File: src/rtl/fixed_pkg.sv
// Fixed-point types and constants shared by the indicator datapaths.
// uq8_8_t  : 16-bit unsigned Q8.8 (prices, averages, RS)
// uq16_8_t : 24-bit unsigned Q16.8 (divider numerator / quotient)
// sq9_8_t  : 17-bit signed Q9.8 (price deltas, smoothing steps)
package fixed_pkg;

  localparam int unsigned UQ8_8_W  = 16;
  localparam int unsigned UQ16_8_W = 24;
  localparam int unsigned SQ9_8_W  = 17;
  localparam int unsigned ACC_W    = 22;

  typedef logic        [UQ8_8_W-1:0]  uq8_8_t;
  typedef logic        [UQ16_8_W-1:0] uq16_8_t;
  typedef logic signed [SQ9_8_W-1:0]  sq9_8_t;
  typedef logic        [ACC_W-1:0]    acc_t;

  localparam uq8_8_t UQ8_8_MAX = 16'hFFFF;
  localparam uq8_8_t ONE_Q8    = 16'h0100;

  typedef enum logic [1:0] {
    ST_IDLE,
    ST_UPD,
    ST_DIV,
    ST_DONE
  } rs_state_e;

endpackage

File: src/rtl/seq_divider.sv
// Unsigned restoring divider, one quotient bit per clock.
// Ports: clk, rst_n (async active-low), start (sampled when idle),
//        num/den operands (latched on start), busy (iterating),
//        done (one-cycle pulse with quo valid), quo (quotient, held).
// A zero divisor yields an all-ones quotient; callers treat it as special.
module seq_divider #(
  parameter int unsigned NUM_W = 24,
  parameter int unsigned DEN_W = 16
) (
  input  logic             clk,
  input  logic             rst_n,
  input  logic             start,
  input  logic [NUM_W-1:0] num,
  input  logic [DEN_W-1:0] den,
  output logic             busy,
  output logic             done,
  output logic [NUM_W-1:0] quo
);

  localparam int unsigned CNT_W = $clog2(NUM_W + 1);

  logic [CNT_W-1:0] cnt;
  logic [DEN_W-1:0] rem;
  logic [DEN_W-1:0] den_q;
  logic [DEN_W:0]   rem_sh;
  logic [DEN_W-1:0] rem_sub;
  logic             fits;

  // Shift in the next dividend bit; the difference fits DEN_W bits whenever it is kept.
  always_comb begin
    rem_sh  = {rem, quo[NUM_W-1]};
    rem_sub = rem_sh[DEN_W-1:0] - den_q;
    fits    = (rem_sh >= {1'b0, den_q});
  end

  // quo doubles as the dividend shift register while iterating.
  always_ff @(posedge clk or negedge rst_n) begin
    if (!rst_n) begin
      cnt   <= '0;
      rem   <= '0;
      den_q <= '0;
      quo   <= '0;
      busy  <= 1'b0;
      done  <= 1'b0;
    end else begin
      done <= 1'b0;
      if (start && !busy) begin
        cnt   <= CNT_W'(NUM_W);
        rem   <= '0;
        den_q <= den;
        quo   <= num;
        busy  <= 1'b1;
      end else if (busy) begin
        rem <= fits ? rem_sub : rem_sh[DEN_W-1:0];
        quo <= {quo[NUM_W-2:0], fits};
        cnt <= cnt - CNT_W'(1);
        if (cnt == CNT_W'(1)) begin
          busy <= 1'b0;
          done <= 1'b1;
        end
      end
    end
  end

endmodule

File: src/rtl/rs_calc.sv
// Relative-strength calculator: Wilder-smoothed average gain / average loss
// of a price stream, emitted as uq8.8 RS once warm-up is complete.
// Ports: i_clk, i_rst (async active-low), i_price/i_price_valid (input
//        sample, taken only when o_ready), o_ready (idle), o_rs_scaled
//        (RS, held between results), o_rs_valid (result pulse),
//        o_drop (sample arrived while busy and was discarded).
// Optional macro RS_CALC_SAT_FLAG_EN adds o_rs_sat: the emitted RS was
// forced to full scale (zero loss with gain, or quotient overflow).
module rs_calc
  import fixed_pkg::*;
#(
  parameter int unsigned G_SHIFT = 4
) (
  input  logic               i_clk,
  input  logic               i_rst,
  input  logic [UQ8_8_W-1:0] i_price,
  input  logic               i_price_valid,
  output logic               o_ready,
  output logic [UQ8_8_W-1:0] o_rs_scaled,
  output logic               o_rs_valid,
  output logic               o_drop
`ifdef RS_CALC_SAT_FLAG_EN
  ,
  output logic               o_rs_sat
`endif
);

  localparam int unsigned G_DIV_ITERS = UQ16_8_W;
  localparam int unsigned N           = 1 << G_SHIFT;
  localparam int unsigned WARM_W      = 7;

  rs_state_e          state, state_next;
  uq8_8_t             prev_price, prev_price_next;
  logic               have_prev, have_prev_next;
  logic               delta_ok, delta_ok_next;
  uq8_8_t             gain, gain_next, loss, loss_next;
  acc_t               sum_gain, sum_gain_next, sum_loss, sum_loss_next;
  logic [WARM_W-1:0]  warm_cnt, warm_cnt_next;
  uq8_8_t             avg_gain, avg_gain_next, avg_loss, avg_loss_next;
  logic               seeded, seeded_next;
  logic               sp_flag, sp_flag_next, sp_max, sp_max_next;
  uq8_8_t             rs_next;
  logic               ready_next, rs_valid_next, drop_next;
  logic               forced;
  sq9_8_t             delta, step_gain, step_loss;
  acc_t               sg_acc, sl_acc;
  uq16_8_t            div_num, div_quo;
  logic               div_start, div_busy, div_done;

  // Next-state, datapath and output decode.
  always_comb begin
    state_next      = state;
    prev_price_next = prev_price;
    have_prev_next  = have_prev;
    delta_ok_next   = delta_ok;
    gain_next       = gain;
    loss_next       = loss;
    sum_gain_next   = sum_gain;
    sum_loss_next   = sum_loss;
    warm_cnt_next   = warm_cnt;
    avg_gain_next   = avg_gain;
    avg_loss_next   = avg_loss;
    seeded_next     = seeded;
    sp_flag_next    = sp_flag;
    sp_max_next     = sp_max;
    rs_next         = o_rs_scaled;
    div_start       = 1'b0;

    delta     = sq9_8_t'({1'b0, i_price}) - sq9_8_t'({1'b0, prev_price});
    sg_acc    = sum_gain + ACC_W'(gain);
    sl_acc    = sum_loss + ACC_W'(loss);
    step_gain = (sq9_8_t'({1'b0, gain}) - sq9_8_t'({1'b0, avg_gain})) >>> G_SHIFT;
    step_loss = (sq9_8_t'({1'b0, loss}) - sq9_8_t'({1'b0, avg_loss})) >>> G_SHIFT;
    // Full-scale result: zero-loss-with-gain decided in UPD, else quotient overflow.
    forced    = sp_flag ? sp_max : (div_quo[UQ16_8_W-1:UQ8_8_W] != '0);

    case (state)
      ST_IDLE: begin
        if (i_price_valid) begin
          prev_price_next = i_price;
          have_prev_next  = 1'b1;
          delta_ok_next   = have_prev;
          gain_next       = (!delta[SQ9_8_W-1] && (delta != '0)) ? UQ8_8_W'(delta) : '0;
          loss_next       = delta[SQ9_8_W-1] ? UQ8_8_W'(-delta) : '0;
          state_next      = ST_UPD;
        end
      end
      ST_UPD: begin
        state_next = ST_IDLE;
        if (delta_ok) begin
          if (!seeded) begin
            sum_gain_next = sg_acc;
            sum_loss_next = sl_acc;
            warm_cnt_next = warm_cnt + WARM_W'(1);
            if (warm_cnt == WARM_W'(N - 1)) begin
              avg_gain_next = UQ8_8_W'(sg_acc >> G_SHIFT);
              avg_loss_next = UQ8_8_W'(sl_acc >> G_SHIFT);
              seeded_next   = 1'b1;
              state_next    = ST_DIV;
            end
          end else begin
            // Averages cannot go negative: the floored step never exceeds the current average.
            avg_gain_next = UQ8_8_W'(sq9_8_t'({1'b0, avg_gain}) + step_gain);
            avg_loss_next = UQ8_8_W'(sq9_8_t'({1'b0, avg_loss}) + step_loss);
            state_next    = ST_DIV;
          end
        end
        if (state_next == ST_DIV) begin
          div_start    = !div_busy;
          sp_flag_next = (avg_loss_next == '0);
          sp_max_next  = (avg_gain_next != '0);
        end
      end
      ST_DIV: begin
        if (div_done) begin
          state_next = ST_DONE;
          rs_next    = forced ? UQ8_8_MAX : (sp_flag ? ONE_Q8 : div_quo[UQ8_8_W-1:0]);
        end
      end
      ST_DONE: begin
        state_next = ST_IDLE;
      end
      default: begin
        state_next = ST_IDLE;
      end
    endcase

    div_num       = {avg_gain_next, 8'h00};
    ready_next    = (state_next == ST_IDLE);
    rs_valid_next = (state_next == ST_DONE);
    drop_next     = i_price_valid && (state != ST_IDLE);
  end

  // State, datapath and output registers.
  always_ff @(posedge i_clk or negedge i_rst) begin
    if (!i_rst) begin
      state       <= ST_IDLE;
      prev_price  <= '0;
      have_prev   <= 1'b0;
      delta_ok    <= 1'b0;
      gain        <= '0;
      loss        <= '0;
      sum_gain    <= '0;
      sum_loss    <= '0;
      warm_cnt    <= '0;
      avg_gain    <= '0;
      avg_loss    <= '0;
      seeded      <= 1'b0;
      sp_flag     <= 1'b0;
      sp_max      <= 1'b0;
      o_ready     <= 1'b1;
      o_rs_scaled <= '0;
      o_rs_valid  <= 1'b0;
      o_drop      <= 1'b0;
    end else begin
      state       <= state_next;
      prev_price  <= prev_price_next;
      have_prev   <= have_prev_next;
      delta_ok    <= delta_ok_next;
      gain        <= gain_next;
      loss        <= loss_next;
      sum_gain    <= sum_gain_next;
      sum_loss    <= sum_loss_next;
      warm_cnt    <= warm_cnt_next;
      avg_gain    <= avg_gain_next;
      avg_loss    <= avg_loss_next;
      seeded      <= seeded_next;
      sp_flag     <= sp_flag_next;
      sp_max      <= sp_max_next;
      o_ready     <= ready_next;
      o_rs_scaled <= rs_next;
      o_rs_valid  <= rs_valid_next;
      o_drop      <= drop_next;
    end
  end

`ifdef RS_CALC_SAT_FLAG_EN
  // Saturation flag updates only with a new result.
  always_ff @(posedge i_clk or negedge i_rst) begin
    if (!i_rst) begin
      o_rs_sat <= 1'b0;
    end else if (state == ST_DIV && div_done) begin
      o_rs_sat <= forced;
    end
  end
`endif

  seq_divider #(
    .NUM_W (G_DIV_ITERS),
    .DEN_W (UQ8_8_W)
  ) u_div (
    .clk   (i_clk),
    .rst_n (i_rst),
    .start (div_start),
    .num   (div_num),
    .den   (avg_loss_next),
    .busy  (div_busy),
    .done  (div_done),
    .quo   (div_quo)
  );

endmodule

File: config.mk
export PLATFORM = sky130hd
export DESIGN_NAME = rs_calc
export DESIGN_NICKNAME = d
export VERILOG_FILES = /design/src/rtl/fixed_pkg.sv /design/src/rtl/seq_divider.sv /design/src/rtl/rs_calc.sv
export SDC_FILE = /design/constraint.sdc
export NUM_CORES = 1
export LEC_CHECK = 0
export BUFFER_PORTS_ARGS = -buffer_cell sky130_fd_sc_hd__buf_2
export CAP_MARGIN = 5
export CORE_MARGIN = 1.5
export CORE_UTILIZATION = 40
export DETAILED_ROUTE_END_ITERATION = 8
export GPL_TIMING_DRIVEN = 0
export PLACE_DENSITY = 0.58
export SKIP_CTS_REPAIR_TIMING = 1
export SLEW_MARGIN = 20
export SYNTH_ARGS = -nofsm -noshare
export SYNTH_HDL_FRONTEND = slang
export SYNTH_SLANG_ARGS = --single-unit
File: constraint.sdc
create_clock -name i_clk -period 12.75 [get_ports i_clk]
set_input_delay 1.9125 -clock i_clk [delete_from_list [all_inputs] [get_ports i_clk]]
set_output_delay 1.9125 -clock i_clk [all_outputs]
set_load 0.02 [all_outputs]
==> results of run 1 <==
sequential cells by signal, summed over array words and instances (netlist names), 5 cells and up:
name         flops
avg_gain        16
avg_loss        16
gain            16
loss            16
o_rs_scaled     16
prev_price      16
sum_gain        20
sum_loss        20
u_div.cnt        5
u_div.den_q     16
u_div.quo       24
u_div.rem       16
warm_cnt         7
worst paths after layout:
kind | endpoint | cells past startpoint | slack (ps) | start
max | gain[1] | 15 | 7830 | i_price[0]
min | have_prev | 1 | 470 | have_prev
max reg2reg | sp_max | 21 | 7970 | avg_gain[4]
min reg2reg | have_prev | 1 | 470 | have_prev
max in group asynchronous | o_ready | 4 | 10220 | i_rst
min in group asynchronous | o_rs_valid | 1 | 1210 | i_rst
synth_stat cells, types with 38 or more instances:
| cell type | n |
|---|---|
| sky130_fd_sc_hd__inv_1 | 101 |
| sky130_fd_sc_hd__nor3_1 | 38 |
| sky130_fd_sc_hd__nor2_1 | 103 |
| sky130_fd_sc_hd__dfrtp_1 | 215 |
| sky130_fd_sc_hd__a21oi_1 | 95 |
| sky130_fd_sc_hd__nand2_1 | 276 |
| sky130_fd_sc_hd__ha_1 | 136 |
| sky130_fd_sc_hd__clkbuf_1 | 67 |
| sky130_fd_sc_hd__xnor2_1 | 76 |
| sky130_fd_sc_hd__o21ai_0 | 196 |
| sky130_fd_sc_hd__nand3_1 | 38 |
| sky130_fd_sc_hd__xor2_1 | 43 |
cells by family (layout without fill, tap and decap cells):
logic type,count (synthesis),in the layout,synth area share [%]
AO/OA/AOI/OAI,550,550,23.5
AND/OR/NAND/NOR,540,540,15.6
flip-flops,216,216,35.6
buffers and inverters,172,262,4.27
adder cells (fa/ha/maj),142,142,12.0
XOR/XNOR,120,120,7.02
multiplexers,28,28,1.95
power by group through the flow:
stage	Combinational, mW	Sequential, mW	Clock, mW
floorplan	2.67	1.06	0
global placement	3.41	1.13	0
detailed placement	3.47	1.14	0
CTS	3.49	1.13	0.805
global route	3.93	1.16	0.834
finish	3.51	1.13	0.786
critical path, delay by kind of cell:
| family | cells | cell delay [ps] |
|---|---|---|
| AOI/OAI and AO/OA | 7 | 1390 |
| buffers and inverters | 3 | 240 |
| adders and majority gates | 2 | 680 |
| and+or+nand+nor | 2 | 730 |
| xor gates and xnor gates | 1 | 400 |
routing by layer:
metal | global-route usage, % | wire length [µm] | up-vias | share of wire, %
met5 | 0 | 0 | - | 0
li1 | - | - | 6437 | -
met3 | 3.19 | 1880 | 83 | 4.3
met1 | 30.7 | 20300 | 6255 | 47
met4 | 7.49 | 1300 | 0 | 3.0
met2 | 37.9 | 19700 | 281 | 46
stage by stage:
step / area, µm² / instances / worst slack [ps] / hold slack (ps) / util, %
2_1_floorplan: 15200 / 1768 / 7950 / 435 / -
3_3_place_gp: 16000 / 2316 / 5830 / 453 / 42.7
3_5_place_dp: 16100 / 2319 / 7310 / 462 / 42.9
4_1_cts: 17000 / 2369 / 7890 / 474 / 45.3
5_1_grt: 17000 / 2369 / 7570 / 500 / 45.3
6_report: 17000 / 2369 / 7830 / 472 / 45.3
area by class of cell:
cell class                      count  area, µm²  share of cell area, %
Buffer                             71        269                   1.58
Inverter                          101        379                   2.23
Multi-Input combinational cell   1380       9120                   53.7
Timing Repair Buffer               40        278                   1.63
Sequential cell                   216       5410                   31.8
Clock buffer                       33        708                   4.17
Tap cell                          511        639                   3.76
Clock inverter                     17        194                   1.14
==> impl_metrics.json, run 1 <==
{
  "finalCritPeriodShare_pct": 38.6,
  "first_global_vias": 13100,
  "chipHeight_um": 198,
  "worst_clock_skew_ps": 15.5,
  "avgRoutedWirePerCell_um": 18.3,
  "count_of_flip_flops_with_a_built_in_enable_after_synthesis": 0,
  "yosysWarningCount": 0,
  "clk_latency_ps": 560,
  "cp_slowest_stage_delay_ps": 560,
  "setup-violations-final": 0,
  "finalHoldViolations": 0,
  "tightestPinTransition_ps": 856,
  "finalCriticalPeriod_ps": 4920,
  "clockRootBuffer": "sky130_fd_sc_hd__clkbuf_16",
  "gpl.final_weighted_congestion": 0.907,
  "maxSlewHeadroom_pct": 42.4,
  "clock_sinks": 216,
  "drv_slew": 0,
  "total_die_area_mm2": 0.0391,
  "kind_of_start_point_of_the_critical_path": "input pin",
  "total_switching_power_mw": 2.66,
  "power.ir.vdd_worst_mv": 0.129,
  "syn_area_mm2": 0.0152,
  "totalPowerFinal_mw": 5.43,
  "holdCritPathClass": "reg2reg",
  "synth_async_sr_flop_share_pct": 100,
  "detailedRoute.firstPassIterationCount": 5,
  "yosysTopAreaCell": "sky130_fd_sc_hd__dfrtp_1",
  "grt-ovfl-total": 0,
  "most_common_cell_after_layout_fill_and_taps_aside": "sky130_fd_sc_hd__nand2_1",
  "critPathArrivalTime_ps": 5360,
  "layout_cell_share_with_drive_strength_beyond_1_pct": 7.16,
  "cpMostUsedCell": "sky130_fd_sc_hd__inv_1",
  "critPathKind": "in2reg",
  "drt-total-wl_mm": 43.3,
  "fill_cells": 3800,
  "netlist.area_leader.share_pct": 35.5,
  "tritoncts.num_buffers": 27,
  "cts_max_level": 1,
  "area.growth.synth_to_final_pct": 12.0,
  "cellInternalPower_mw": 2.77,
  "fp-row-count": 71,
  "starting_density_pct": 40.5,
  "switching_share_pct": 49.0,
  "drtIter0Drc": 711,
  "synth_top_cells_by_area": "sky130_fd_sc_hd__dfrtp_1 35%, sky130_fd_sc_hd__ha_1 11%, sky130_fd_sc_hd__nand2_1 6.8%, sky130_fd_sc_hd__o21ai_0 6.5%, sky130_fd_sc_hd__xnor2_1 4.4%",
  "antenna-diode-count": 0,
  "finish.net_count": 1998,
  "final.setup.tns_ps": 0,
  "synthesis.nets": 1929,
  "cts.path.max_buffers": 3,
  "postSynth.topFlopCell": "sky130_fd_sc_hd__dfrtp_1",
  "synth_seq_area_share_pct": 35.6,
  "fp.dieW_um": 198,
  "cap_viol_max_count": 0,
  "crit_path_max_fanout": 4,
  "core_area_mm2": 0.0375,
  "vias": 13100,
  "power.share.sequential_pct": 20.9,
  "clkSlewWorstSetupHoldPaths_ps": 60,
  "worst_setup_path_end_kind": "flop",
  "crit_path_cell_trace": "buf_2 -> inv_1 -> ha_1 -> inv_1 -> fa_1 -> a211oi_1 -> o21bai_1 -> a21oi_2 -> o21ai_2 -> xnor2_1 -> o211ai_1 -> or4b_4 -> nand2b_1 -> o21ba_1 -> a22o_1",
  "share_comb_of_total_power_pct": 64.7,
  "synthesis.area_per_instance_um2": 8.58,
  "leakage_nw": 7.69,
  "route.antenna.remaining_nets": 0,
  "synth-seq-cells": 216,
  "placement.io_buffers": 37,
  "grt_start_max_net_pins": 76,
  "global_route.usage.total_pct": 22.9,
  "floorplan.io_pins": 38,
  "rsz0062_at_grt": "no",
  "synthDistinctLibCells": 91,
  "p_per_area_mw_per_mm2": 319,
  "crit_slowest_cell": "sky130_fd_sc_hd__or4b_4",
  "clockPowerShare_pct": 14.5,
  "global_route_wire_length_before_repair_mm": 70.9,
  "required_ps": 13200,
  "detailed_place_hpwl_mm": 33.9,
  "antenna_violations_before_repair": 0,
  "synthesis.instances": 1768,
  "post_drt_via_cell_ratio": 5.51,
  "cts_tree": "done",
  "timing.fmax_mhz": 203,
  "most_used_cells_in_the_layout_excluding_fill_and_tap_cells": "276 x sky130_fd_sc_hd__nand2_1, 215 x sky130_fd_sc_hd__dfrtp_1, 196 x sky130_fd_sc_hd__o21ai_0",
  "route.detailed.drc": 0,
  "outcome": "finished, final reports clean"
}
Power figures use the tool's default switching activity.
==> inputs of run 2 (changes only) <==
ABC_AREA = 1   (was unset)
clock period = 4.9 ns   (was 12.75 ns; I/O delays follow)
==> impl_metrics.json, run 2 <==
{
  "outcome": "finished, final reports clean",
  "share_comb_of_total_power_pct": 62.8,
  "clk_latency_ps": 570,
  "syn_area_mm2": 0.0164,
  "synthDistinctLibCells": 53,
  "largest_register_ffs": 24,
  "global_route_wire_length_before_repair_mm": 79.2,
  "cts_tree": "done",
  "worstRegToRegCells": 29,
  "antenna_violations_before_repair": 1,
  "cp_slowest_stage_delay_ps": 410,
  "worst_setup_path_end_kind": "flop",
  "synthesis.area_per_instance_um2": 6.98,
  "finalHoldViolations": 0,
  "gpl.final_weighted_congestion": 0.906,
  "clock_sinks": 216,
  "fp.dieW_um": 205,
  "vias": 15500,
  "rsz0062_at_grt": "no",
  "cts.path.max_buffers": 3,
  "switching_share_pct": 51.2,
  "drtIter0Drc": 1073,
  "power.ir.vdd_worst_mv": 0.424,
  "detailedRoute.firstPassIterationCount": 5,
  "netlist.area_leader.share_pct": 32.9,
  "total_die_area_mm2": 0.0421,
  "yosysTopAreaCell": "sky130_fd_sc_hd__dfrtp_1",
  "final.setup.tns_ps": 0,
  "holdCritPathClass": "in2async",
  "tightestPinTransition_ps": 898,
  "synth_seq_area_share_pct": 33.0,
  "required_ps": 5330,
  "starting_density_pct": 40.8,
  "power.share.sequential_pct": 20.6,
  "grt-ovfl-total": 0,
  "maxSlewHeadroom_pct": 40.1,
  "area.growth.synth_to_final_pct": 11.3,
  "floorplan.io_pins": 38,
  "kind_of_start_point_of_the_critical_path": "flop",
  "grt_start_max_net_pins": 88,
  "fp-row-count": 73,
  "synth_top_cells_by_area": "sky130_fd_sc_hd__dfrtp_1 33%, sky130_fd_sc_hd__nand2_1 15%, sky130_fd_sc_hd__ha_1 10%, sky130_fd_sc_hd__inv_1 7.1%, sky130_fd_sc_hd__nand3_1 5.6%",
  "core_area_mm2": 0.0401,
  "route.antenna.remaining_nets": 0,
  "first_global_vias": 14900,
  "cts_max_level": 1,
  "setup-violations-final": 0,
  "biggestRegsByFlops": "u_div.quo x24, sum_gain x20, sum_loss x20",
  "placement.cell_area_mm2": 0.0173,
  "synth-seq-cells": 216,
  "p_per_area_mw_per_mm2": 710,
  "post_drt_via_cell_ratio": 5.24,
  "global_route.usage.total_pct": 23.8,
  "finish.net_count": 2573,
  "largest-register": "u_div.quo",
  "totalPowerFinal_mw": 12.9,
  "crit_slowest_cell": "sky130_fd_sc_hd__dfrtp_1",
  "timing.fmax_mhz": 242,
  "count_of_flip_flops_with_a_built_in_enable_after_synthesis": 0,
  "holdWs_ps": 96.7,
  "avgRoutedWirePerCell_um": 16.5,
  "synth_async_sr_flop_share_pct": 100,
  "cellInternalPower_mw": 6.31,
  "clockRootBuffer": "sky130_fd_sc_hd__clkbuf_16",
  "yosysWarningCount": 0,
  "drt-total-wl_mm": 48.9,
  "worst_clock_skew_ps": 19.0,
  "critPathKind": "reg2reg",
  "placement.io_buffers": 37,
  "placed_cells": 2908,
  "postSynth.topFlopCell": "sky130_fd_sc_hd__dfrtp_1",
  "antenna-diode-count": 0,
  "clockPowerShare_pct": 16.6,
  "crit_path_max_fanout": 4,
  "detailed_place_hpwl_mm": 39.0,
  "most_common_cell_after_layout_fill_and_taps_aside": "sky130_fd_sc_hd__nand2_1",
  "synthesis.instances": 2344,
  "post-route-cell-area_mm2": 0.0182,
  "drv_slew": 0,
  "cap_viol_max_count": 0,
  "synth_common_cells": "666 x sky130_fd_sc_hd__nand2_1, 310 x sky130_fd_sc_hd__inv_1, 215 x sky130_fd_sc_hd__dfrtp_1",
  "route.detailed.drc": 0,
  "synth_most_common_cell": "sky130_fd_sc_hd__nand2_1",
  "finalCritPeriodShare_pct": 84.4,
  "critPathArrivalTime_ps": 4570,
  "finalCriticalPeriod_ps": 4140,
  "leakage_nw": 9.50,
  "synthesis.nets": 2505,
  "total_switching_power_mw": 6.63,
  "tritoncts.num_buffers": 27,
  "most_used_cells_in_the_layout_excluding_fill_and_tap_cells": "666 x sky130_fd_sc_hd__nand2_1, 310 x sky130_fd_sc_hd__inv_1, 215 x sky130_fd_sc_hd__dfrtp_1",
  "cpMostUsedCell": "sky130_fd_sc_hd__nand2_1",
  "clkSlewWorstSetupHoldPaths_ps": 60,
  "finish.cell_count_without_fillers": 2958,
  "chipHeight_um": 205,
  "layout_cell_share_with_drive_strength_beyond_1_pct": 6.08
}
[run 2: cell count changes after synthesis, moves of 23 or more]
cell	before	now
sky130_fd_sc_hd__nor2_1	103	195
sky130_fd_sc_hd__a21o_1	37	8
sky130_fd_sc_hd__a21oi_1	95	128
sky130_fd_sc_hd__nand3_1	38	183
sky130_fd_sc_hd__inv_1	101	310
sky130_fd_sc_hd__clkbuf_1	67	36
sky130_fd_sc_hd__nand2_1	276	666
sky130_fd_sc_hd__xnor2_1	76	30
sky130_fd_sc_hd__o21ai_0	196	156
sky130_fd_sc_hd__nor3_1	38	15
[run 2: cells by family (layout without fill, tap and decap cells)]
family,Yosys count,after routing,synth area share [%]
AND/OR/NAND/NOR,1140,1140,29.2
AO/OA/AOI/OAI,396,396,13.7
buffers and inverters,378,467,8.88
flip-flops,216,216,33.0
adder cells (fa/ha/maj),142,142,11.1
XOR/XNOR,72,72,4.04
[run 2: power groups by stage]
stage / combinational [mW] / clock (mW) / sequential [mW]
after global routing: 9.26 / 2.26 / 2.71
after detailed placement: 7.98 / 0 / 2.69
after CTS: 8.05 / 2.19 / 2.67
after floorplan: 6.20 / 0 / 2.51
after global placement: 7.85 / 0 / 2.69
final: 8.13 / 2.15 / 2.66
[run 2: worst max-delay path: cells and delay by family (launching register included)]
| kind | cells | cell delay (ps) |
|---|---|---|
| and+or+nand+nor | 19 | 1630 |
| AOI/OAI and AO/OA | 4 | 850 |
| adders and majority gates | 2 | 620 |
| DFF | 1 | 410 |
| buffers and inverters | 3 | 260 |
| xor gates and xnor gates | 1 | 230 |
[run 2: final timing paths]
check                         startpoint             end  slack [ps]
max                          avg_gain[4]   u_div.quo[23]         760
min                                i_rst   prev_price[9]         100
max reg2reg                  avg_gain[4]   u_div.quo[23]         760
min reg2reg                    have_prev       have_prev         450
max in group asynchronous          i_rst  o_rs_scaled[7]        3600
min in group i_clk         i_price_valid          o_drop         400
[run 2: final cells by class]
class	count	area, µm²
multi-input cells	1750	9510
well taps	525	657
fillers	4154	21900
clock buffers	33	728
plain buffers	57	248
clock inverters	17	213
flip-flops and latches	216	5410
inverters	321	1200
repair buffers	39	250
[run 2: layer usage]
metal	up-vias	routed length, µm	GRT usage (%)
met2	348	21500	38.0
met3	84	2390	3.06
met1	7260	23700	33.8
met4	0	1390	6.60
li1	7809	-	-
met5	-	0	0
[run 2: metrics by stage]
step | setup slack (ps) | utilization (%)
2_1_floorplan | 1630 | -
3_3_place_gp | -857 | 42.9
3_5_place_dp | 840 | 43.1
6_report | 764 | 45.4
5_1_grt | 382 | 45.4
4_1_cts | 802 | 45.4
